==> src/rtl/sp_instr_fifo_pkg.sv <==
// Shared types for the scratchpad read-instruction FIFO: the four-port
// (matrix, row) selection word and default sizing constants.
package sp_instr_fifo_pkg;

    localparam int SP_INSTR_FIFO_DEPTH  = 8;
    localparam int SP_INSTR_FIFO_AFULL  = 6;
    localparam int SP_NUM_RD_PORTS      = 4;
    localparam int SP_MAT_W             = 3;
    localparam int SP_ROW_W             = 4;

    typedef logic [SP_MAT_W-1:0] mat_s_t;
    typedef logic [SP_ROW_W-1:0] row_s_t;

    // Element 0 is read port 1, element 3 is read port 4.
    typedef struct packed {
        mat_s_t [SP_NUM_RD_PORTS-1:0] mat_sel;
        row_s_t [SP_NUM_RD_PORTS-1:0] row_sel;
    } rd_instr_t;

    function automatic int sp_count_w(input int depth);
        return $clog2(depth) + 1;
    endfunction

endpackage

==> src/rtl/sp_instr_fifo_if.sv <==
// Read-side handshake between the instruction FIFO and the output-FIFO read FSM.
interface sp_instr_fifo_if;
    import sp_instr_fifo_pkg::*;

    logic      instr_FIFO_REN;
    logic      instr_FIFO_empty;
    rd_instr_t instr_rdata;

    modport fifo (
        input  instr_FIFO_REN,
        output instr_FIFO_empty,
        output instr_rdata
    );

    modport fsm (
        output instr_FIFO_REN,
        input  instr_FIFO_empty,
        input  instr_rdata
    );

endinterface

==> src/rtl/sp_instr_fifo.sv <==
// Circular show-ahead instruction buffer between the scratchpad request decoder
// and the output-FIFO read FSM; occupancy kept in an explicit count register.
module sp_instr_fifo
    import sp_instr_fifo_pkg::*;
#(
    parameter int DEPTH        = SP_INSTR_FIFO_DEPTH,
    parameter int AFULL_THRESH = SP_INSTR_FIFO_AFULL
) (
    input  logic                   CLK,
    input  logic                   nRST,
    input  logic                   clear,
    input  logic                   instr_WEN,
    input  rd_instr_t              instr_wdata,
    output logic                   instr_FIFO_full,
    output logic                   instr_FIFO_afull,
    sp_instr_fifo_if.fifo          rd_if,
    output logic [$clog2(DEPTH):0] count,
    output logic                   overflow,
    output logic                   underflow
);

    localparam int AW = $clog2(DEPTH);
    localparam int CW = AW + 1;
    localparam logic [CW-1:0] FULL_CNT  = CW'(DEPTH);
    localparam logic [CW-1:0] AFULL_CNT = CW'(AFULL_THRESH);

    logic [AW-1:0] r_wptr;
    logic [AW-1:0] r_rptr;
    logic [CW-1:0] r_count;
    logic          r_overflow;
    logic          r_underflow;

    logic          w_flush;
    logic          w_full;
    logic          w_empty;
    logic          w_push;
    logic          w_pop;
    rd_instr_t     w_mem [DEPTH];

    // Status decodes look only at the registered count, never at WEN/REN.
    assign w_flush = !nRST || clear;
    assign w_full  = (r_count == FULL_CNT);
    assign w_empty = (r_count == '0);
    assign w_push  = instr_WEN && !w_full && !w_flush;
    assign w_pop   = rd_if.instr_FIFO_REN && !w_empty && !w_flush;

    always_ff @(posedge CLK) begin
        if (w_flush) begin
            r_wptr      <= '0;
            r_rptr      <= '0;
            r_count     <= '0;
            r_overflow  <= 1'b0;
            r_underflow <= 1'b0;
        end else begin
            if (w_push) begin
                r_wptr <= r_wptr + AW'(1);
            end
            if (w_pop) begin
                r_rptr <= r_rptr + AW'(1);
            end
            case ({w_push, w_pop})
                2'b10:   r_count <= r_count + CW'(1);
                2'b01:   r_count <= r_count - CW'(1);
                default: r_count <= r_count;
            endcase
            if (instr_WEN && w_full) begin
                r_overflow <= 1'b1;
            end
            if (rd_if.instr_FIFO_REN && w_empty) begin
                r_underflow <= 1'b1;
            end
        end
    end

    // Storage is deliberately outside the flush path: clearing only moves pointers.
    for (genvar gi = 0; gi < DEPTH; gi++) begin : g_entry
        rd_instr_t r_entry;

        always_ff @(posedge CLK) begin
            if (w_push && (r_wptr == AW'(gi))) begin
                r_entry <= instr_wdata;
            end
        end

        assign w_mem[gi] = r_entry;
    end

    assign rd_if.instr_rdata      = w_mem[r_rptr];
    assign rd_if.instr_FIFO_empty = w_empty;
    assign instr_FIFO_full        = w_full;
    assign instr_FIFO_afull       = (r_count >= AFULL_CNT);
    assign count                  = r_count;
    assign overflow               = r_overflow;
    assign underflow              = r_underflow;

endmodule

==> src/flat_wrapper.sv <==
// flat-port wrapper written by rule: the top's interface ports become plain ports
module sp_instr_fifo_flat import sp_instr_fifo_pkg::*;
#(
    parameter int DEPTH        = SP_INSTR_FIFO_DEPTH,
    parameter int AFULL_THRESH = SP_INSTR_FIFO_AFULL
)
  (CLK, nRST, clear, instr_WEN, instr_wdata, instr_FIFO_full, instr_FIFO_afull, count, overflow, underflow, rd_if_instr_FIFO_REN, rd_if_instr_FIFO_empty, rd_if_instr_rdata);
  sp_instr_fifo_if rd_if_i ();
  input  logic CLK;
  input  logic nRST;
  input  logic clear;
  input  logic instr_WEN;
  input  rd_instr_t instr_wdata;
  output logic instr_FIFO_full;
  output logic instr_FIFO_afull;
  output logic [$clog2(DEPTH):0] count;
  output logic overflow;
  output logic underflow;
  input wire logic [$bits(rd_if_i.instr_FIFO_REN)-1:0] rd_if_instr_FIFO_REN;
  output wire logic [$bits(rd_if_i.instr_FIFO_empty)-1:0] rd_if_instr_FIFO_empty;
  output wire logic [$bits(rd_if_i.instr_rdata)-1:0] rd_if_instr_rdata;
  assign rd_if_i.instr_FIFO_REN = rd_if_instr_FIFO_REN;
  assign rd_if_instr_FIFO_empty = rd_if_i.instr_FIFO_empty;
  assign rd_if_instr_rdata = rd_if_i.instr_rdata;
  sp_instr_fifo #(.DEPTH(DEPTH), .AFULL_THRESH(AFULL_THRESH)) u_core (.CLK(CLK), .nRST(nRST), .clear(clear), .instr_WEN(instr_WEN), .instr_wdata(instr_wdata), .instr_FIFO_full(instr_FIFO_full), .instr_FIFO_afull(instr_FIFO_afull), .rd_if(rd_if_i), .count(count), .overflow(overflow), .underflow(underflow));
endmodule
==> config.mk <==
export PLATFORM = sky130hd
export DESIGN_NAME = sp_instr_fifo_flat
export DESIGN_NICKNAME = d
export VERILOG_FILES = /design/src/rtl/sp_instr_fifo_pkg.sv /design/src/rtl/sp_instr_fifo_if.sv /design/src/rtl/sp_instr_fifo.sv /design/src/flat_wrapper.sv
export SDC_FILE = /design/constraint.sdc
export NUM_CORES = 1
export LEC_CHECK = 0
export BUFFER_PORTS_ARGS = -buffer_cell sky130_fd_sc_hd__buf_2
export CAP_MARGIN = 20
export CORE_MARGIN = 3
export CORE_UTILIZATION = 50
export CTS_CLUSTER_SIZE = 30
export DETAILED_ROUTE_END_ITERATION = 10
export HOLD_SLACK_MARGIN = 0.02
export PLACE_DENSITY = 0.71
export SLEW_MARGIN = 20
export SYNTH_ARGS = -nofsm -noshare
export SYNTH_HDL_FRONTEND = slang
export SYNTH_SLANG_ARGS = --single-unit
==> constraint.sdc <==
create_clock -name CLK -period 2.5 [get_ports CLK]
set_input_delay 0.5 -clock CLK [delete_from_list [all_inputs] [get_ports CLK]]
set_output_delay 0.5 -clock CLK [all_outputs]
set_load 0.02 [all_outputs]
---- Word-level counts from Yosys, hierarchy flattened ----
Cells that the tools add are included.
operators by class
  $mul .................................... 0
  divide/modulo/power cells ............... 0
  eq/ne operators ......................... 10
  bitwise operators ....................... 1
  muxes and demuxes ....................... 4
  $lt $le $gt $ge ......................... 2
  reductions and logical operators ........ 22
  shifts and indexed selects .............. 0
  add/subtract/negate cells ............... 4
operator list
  cell                                                 number
  binary-select mux 28 bit (select 3 bit)              1
  2-to-1 mux 28 bit                                    2
  logical AND 1 bit                                    14
  equality test 3 bit, second input constant           4
  one-hot mux 4 bit (2 select lines)                   1
  adder 3 x 1 -> 3 bit, second input constant          2
  equality test 3 x 2 -> 1 bit, second input constant  2
  adder 4 x 1 -> 4 bit, second input constant          1
  equality test 4 bit, second input constant           1
  >= comparator 4 x 3 -> 1 bit, second input constant  1
  >= comparator 4 bit, second input constant           1
  zero test 1 bit                                      4
  zero test 4 bit                                      1
  inverter 3 -> 4 bit                                  1
  subtractor 4 x 1 -> 4 bit, second input constant     1
  equality test 3 x 1 -> 1 bit, second input constant  1
  zero test 3 bit                                      1
  equality test 2 x 1 -> 1 bit, second input constant  1
  equality test 2 bit, second input constant           1
  nonzero test 2 bit                                   1
  logical OR 1 bit                                     1
word-level totals
  register bits ........................... 236
  memory bits (writable) .................. 0
  memories ................................ 0
  input port bits ......................... 33
  latch bits .............................. 0
  memory bits (read-only) ................. 0

---- Longest topological paths before layout ----
  depth after elaboration ................. 6
  depth in mapped cells ................... 13
  depth with buffers taken out ............ 11

---- Worst setup path after synthesis ----
No wires, ideal clock.
  path kind ............................... reg-to-reg
  from .................................... register u_core.r_count[1], in the netlist u_core.count[1]
  to ...................................... register u_core.r_count[3], in the netlist u_core.count[3]
  cell stages (with the launch flop) ...... 12
  buffers on the path ..................... 3
  data arrival time ....................... 2.817 ns
  setup slack ............................. -0.387 ns
  clock period less this slack ............ 2.887 ns
  setup time .............................. 0.070 ns
  path through ............................ dfxtp_1 buf_2 nor4b_2 nor2b_1 buf_2 and2_4 inv_1 ha_1 clkbuf_1 or4_1 a21o_1 a21oi_1
on the way
  word-level cells in the longest chain between the ends .. 6
ends and longest elaborated chain
  item                                                                      RTL line             source
  start: declaration                                                        sp_instr_fifo.sv:29  logic [CW-1:0] r_count;
  start signal: assignment                                                  sp_instr_fifo.sv:62  2'b10: r_count <= r_count + CW'(1);
  start signal: assignment                                                  sp_instr_fifo.sv:63  2'b01: r_count <= r_count - CW'(1);
  start signal: assignment                                                  sp_instr_fifo.sv:64  default: r_count <= r_count;
  equality test 4 bit (*)                                                   sp_instr_fifo.sv:42  assign w_full = (r_count == FULL_CNT);
  net instr_FIFO_full                                                       flat_wrapper.sv:14   output logic instr_FIFO_full;
  zero test 1 bit (*)                                                       sp_instr_fifo.sv:44  assign w_push = instr_WEN && !w_full && !w_flush;
  logical AND 1 bit (*) (2 in series)                                       sp_instr_fifo.sv:44
  equality test 2 x 1 -> 1 bit or equality test 2 bit (tied branches)       sp_instr_fifo.sv:61  case ({w_push, w_pop})
  one-hot mux 4 bit (2 select lines) or nonzero test 2 bit (tied branches)  --
The timed path passes the listed nets; every way through them passes the cells marked *.
A chain may end at the register's enable or synchronous reset.

---- Worst setup path after layout ----
  from .................................... register u_core.r_rptr[0]
  to ...................................... output rd_if_instr_rdata[8]
on the way
  word-level cells in the longest chain between the ends .. 4
ends and longest elaborated chain
  item                                                   RTL line             source
  start: declaration                                     sp_instr_fifo.sv:28  logic [AW-1:0] r_rptr;
  start signal: assignment                               sp_instr_fifo.sv:59  r_rptr <= r_rptr + AW'(1);
  inverter 3 -> 4 bit (not written as such)              sp_instr_fifo.sv:88  assign rd_if.instr_rdata = w_mem[r_rptr];
  binary-select mux 28 bit (select 3 bit)                sp_instr_fifo.sv:88
  2-to-1 mux 28 bit (not written as such) (2 in series)  sp_instr_fifo.sv:88
  end: declaration                                       flat_wrapper.sv:21   output wire logic [$bits(rd_if_i.instr_rdata)-1:0] rd_if_instr_rdata;
Every way passes these cells. The select of a mux whose other input is x is not followed.

==> impl_metrics.yaml <==
outcome:
  outcome: "complete, but fails checks"
  violations: "setup timing"
routing:
  first_pass_iters: 4
  wl_per_cell_um: 22.87
  drc: 0
  avgViaCountPerCell: 5.701
  finalWirelength_um: 17360
  antenna_left: 0
  vias: 4327
  drt_iter0_drc: 242
clock_tree:
  cts-root-buf: "clkbuf_16"
  htreeDepth: 1
  cts_inserted_buffers: 24
  clock-sinks: 236
  clockBufferDepth: 3
  clk_latency_ns: 0.50
  cts_tree: "yes"
  path_clk_slew_ns: 0.06
logic_synthesis:
  yosysTopAreaCellShare_pct: 73.47
  synthesis.area_um2: 9155
  synth_fp_nets: 452
  synth_area_per_cell_um2: 22.38
  syn_inst: 409
  synth.distinct_cells: 31
  yosysSeqAreaShare_pct: 76.10
  synth_top_area_cell: "edfxtp_1"
  synth_area_leaders: "edfxtp_1 (73%), mux4_2 (14%), mux2_2 (3.4%), dfxtp_1 (2.6%), ha_1 (1.4%)"
  yosys_warnings: 0
  synth_seq_cells: 236
power_and_ir_drop:
  finalPower_mw: 8.060
  power.leakage_nw: 3.712
  powerDensity_nw_per_um2: 724.6
  irDropWorstVdd_mv: 0.4446
floorplanning:
  fp.dieW_um: 141.3
  core_um2: 17600
  die-height_um: 141.3
  io_pins: 70
  die_area_um2: 19970
  start_util_pct: 52.03
  placementRows: 48
critical_path:
  arrival_ns: 2.17
  r2r_end: "u_core.count[3]$_SDFFE_PP0P_"
  reg2reg_setup_slack_ns: 0.14
  start_kind: "flip-flop"
  crit_start: "u_core.r_rptr[0]$_SDFFE_PP0P_"
  timing.rr.start: "u_core.count[0]$_SDFFE_PP0P_"
  worst-path-max-fanout: 8
  path_class: "flip-flop to output pin"
  r2r_cells: 7
  crit_required_ns: 2.00
  cpMaxStageDelayCell: "mux4_2"
  path_cells: "buf_6 > buf_6 > buf_12 > mux4_2 > mux2_4 > buf_6"
  crit_top_cell: "buf_6"
  critPathCaptureType: "output pin"
  slowest_delay_ns: 0.51
global_route:
  grt_max_degree: 39
  grt_pass1_vias: 4682
  grt_pass1_wl_um: 27070
  gr-total-overflow: 0
  track_usage_pct: 17.71
  antenna_found_initial: 1
hold_path:
  min_to: "u_core.overflow$_SDFFE_PP0P_"
  hold_class: "input pin to flip-flop"
  hold_depth: 3
  hp-start: "instr_WEN"
finish:
  final_common_cell: "edfxtp_1"
  final_cells: 759
  layout_common_cells: "edfxtp_1 (224), mux4_2 (56), buf_2 (50), clkbuf_16 (25), buf_4 (22)"
  area_growth_pct: 21.50
  antennaDiodeCount: 0
  fin_nets: 563
  final_util_pct: 63.21
  drive_gt1_share_pct: 44.76
timing:
  whs_ns: 0.2540
  period_minus_slack_ns: 2.674
  setup_violations: 28
  skew_ns: 0.01303
  worstMarginPinSlew_ns: 0.3912
  setup_slack_ns: -0.1738
  min_period_over_period_pct: 107.0
  maxSlewHeadroom_pct: 73.64
  fmax_ghz: 0.3740
  rsz0062_at_grt: "yes"
  hold_viol_final: 0
  drv_slew: 0
placed_design:
  dp_cells: 707
  port_buffers: 69
  gp_congestion: 0.7115
  hpwl_um: 9935
run:
  cap_violations: 0
logic make-up after synthesis:
logic type	synth area share [%]
and+or+nand+nor	2.187
AOI/OAI and AO/OA	0.8064
buffers and inverters	1.421
DFF	76.10
muxes	17.55
adders and majority gates	1.367
xor gates and xnor gates	0.5740
repair_timing:
action	in CTS	in global routing
pin swaps	0	0
endpoints found under the setup margin	26	28
hold buffers	0	0
cloned	4	0
setup buffers	10	0
resized for setup	56	2
through the flow:
step                      worst slack (ns)    TNS, ns  cell area, um^2
after detailed placement            0.1383          0            10000
final                              -0.1738     -2.441            11120
after CTS                          -0.1494     -3.212            11150
after floorplan                  -0.009596  -0.009596             9206
after global placement              0.2112          0            10000
after global routing               -0.2357     -4.401            11120
metal layers:
layer | track usage (%) | up-vias | wire length (um) | part of all wire [%]
met2 | 29.80 | 133 | 8716 | 50
met5 | 0 | - | 7 | 0.040
met4 | 3.621 | 2 | 299 | 1.7
met3 | 2.932 | 31 | 1117 | 6.4
li1 | - | 1919 | - | -
met1 | 24.98 | 2242 | 7217 | 42
cells in the mapped netlist, drive strengths merged:
| cell | instances |
|---|---|
| a21o | 1 |
| ha | 10 |
| inv | 5 |
| nor4 | 1 |
| o21ai | 2 |
| nor4b | 1 |
| mux2i | 3 |
| and2 | 1 |
| clkbuf | 7 |
| a22oi | 1 |
| nor3b | 1 |
| a21oi | 5 |
| nor2b | 2 |
| nand3 | 1 |
| or3 | 1 |
| a211oi | 1 |
| and3 | 8 |
| nand2 | 1 |
| nor4bb | 1 |
| edfxtp | 224 |
| mux2 | 28 |
| nand2b | 3 |
| mux4 | 56 |
| nor2 | 13 |
| xnor2 | 2 |
| dfxtp | 12 |
| or4 | 1 |
| xor2 | 4 |
| o41ai | 1 |
| buf | 12 |
sequential cells by signal, summed over array words and instances (netlist names):
name / cells
u_core.overflow: 1
u_core.r_rptr: 3
u_core.g_entry.r_entry: 224
u_core.underflow: 1
u_core.r_wptr: 3
u_core.count: 4
how the worst max path moves through the flow:
stage / slack (ns) / to / depth (start not counted)
after floorplan: -0.01 / u_core.count[3]$_SDFFE_PP0P_ / 11
after global placement: 0.21 / u_core.count[3]$_SDFFE_PP0P_ / 7
after detailed placement: 0.14 / u_core.count[3]$_SDFFE_PP0P_ / 9
after CTS: -0.15 / rd_if_instr_rdata[8] / 6
after global routing: -0.24 / rd_if_instr_rdata[8] / 6
final: -0.17 / rd_if_instr_rdata[8] / 6
power by group:
group	leakage (nW)	internal (mW)	switching, mW
logic	1.22	0.0908	0.120
clock network	0.375	2.15	1.34
registers	2.12	4.35	0.00875
layout make-up:
class / instances / area [um^2]
Clock buffer: 33 / 665.6
Tap cell: 225 / 281.5
Fill cell: 1190 / 6474
Clock inverter: 7 / 106.4
Multi-Input combinational cell: 149 / 2142
Sequential cell: 236 / 6980
Timing Repair Buffer: 104 / 928.4
Inverter: 5 / 18.77
critical path: cells and delay by family (launching register included):
kind,cells,cell delay [ns]
buffers and inverters,4,0.48
DFF,1,0.37
muxes,2,0.82
No activity file was read; power rests on OpenSTA's default activity.
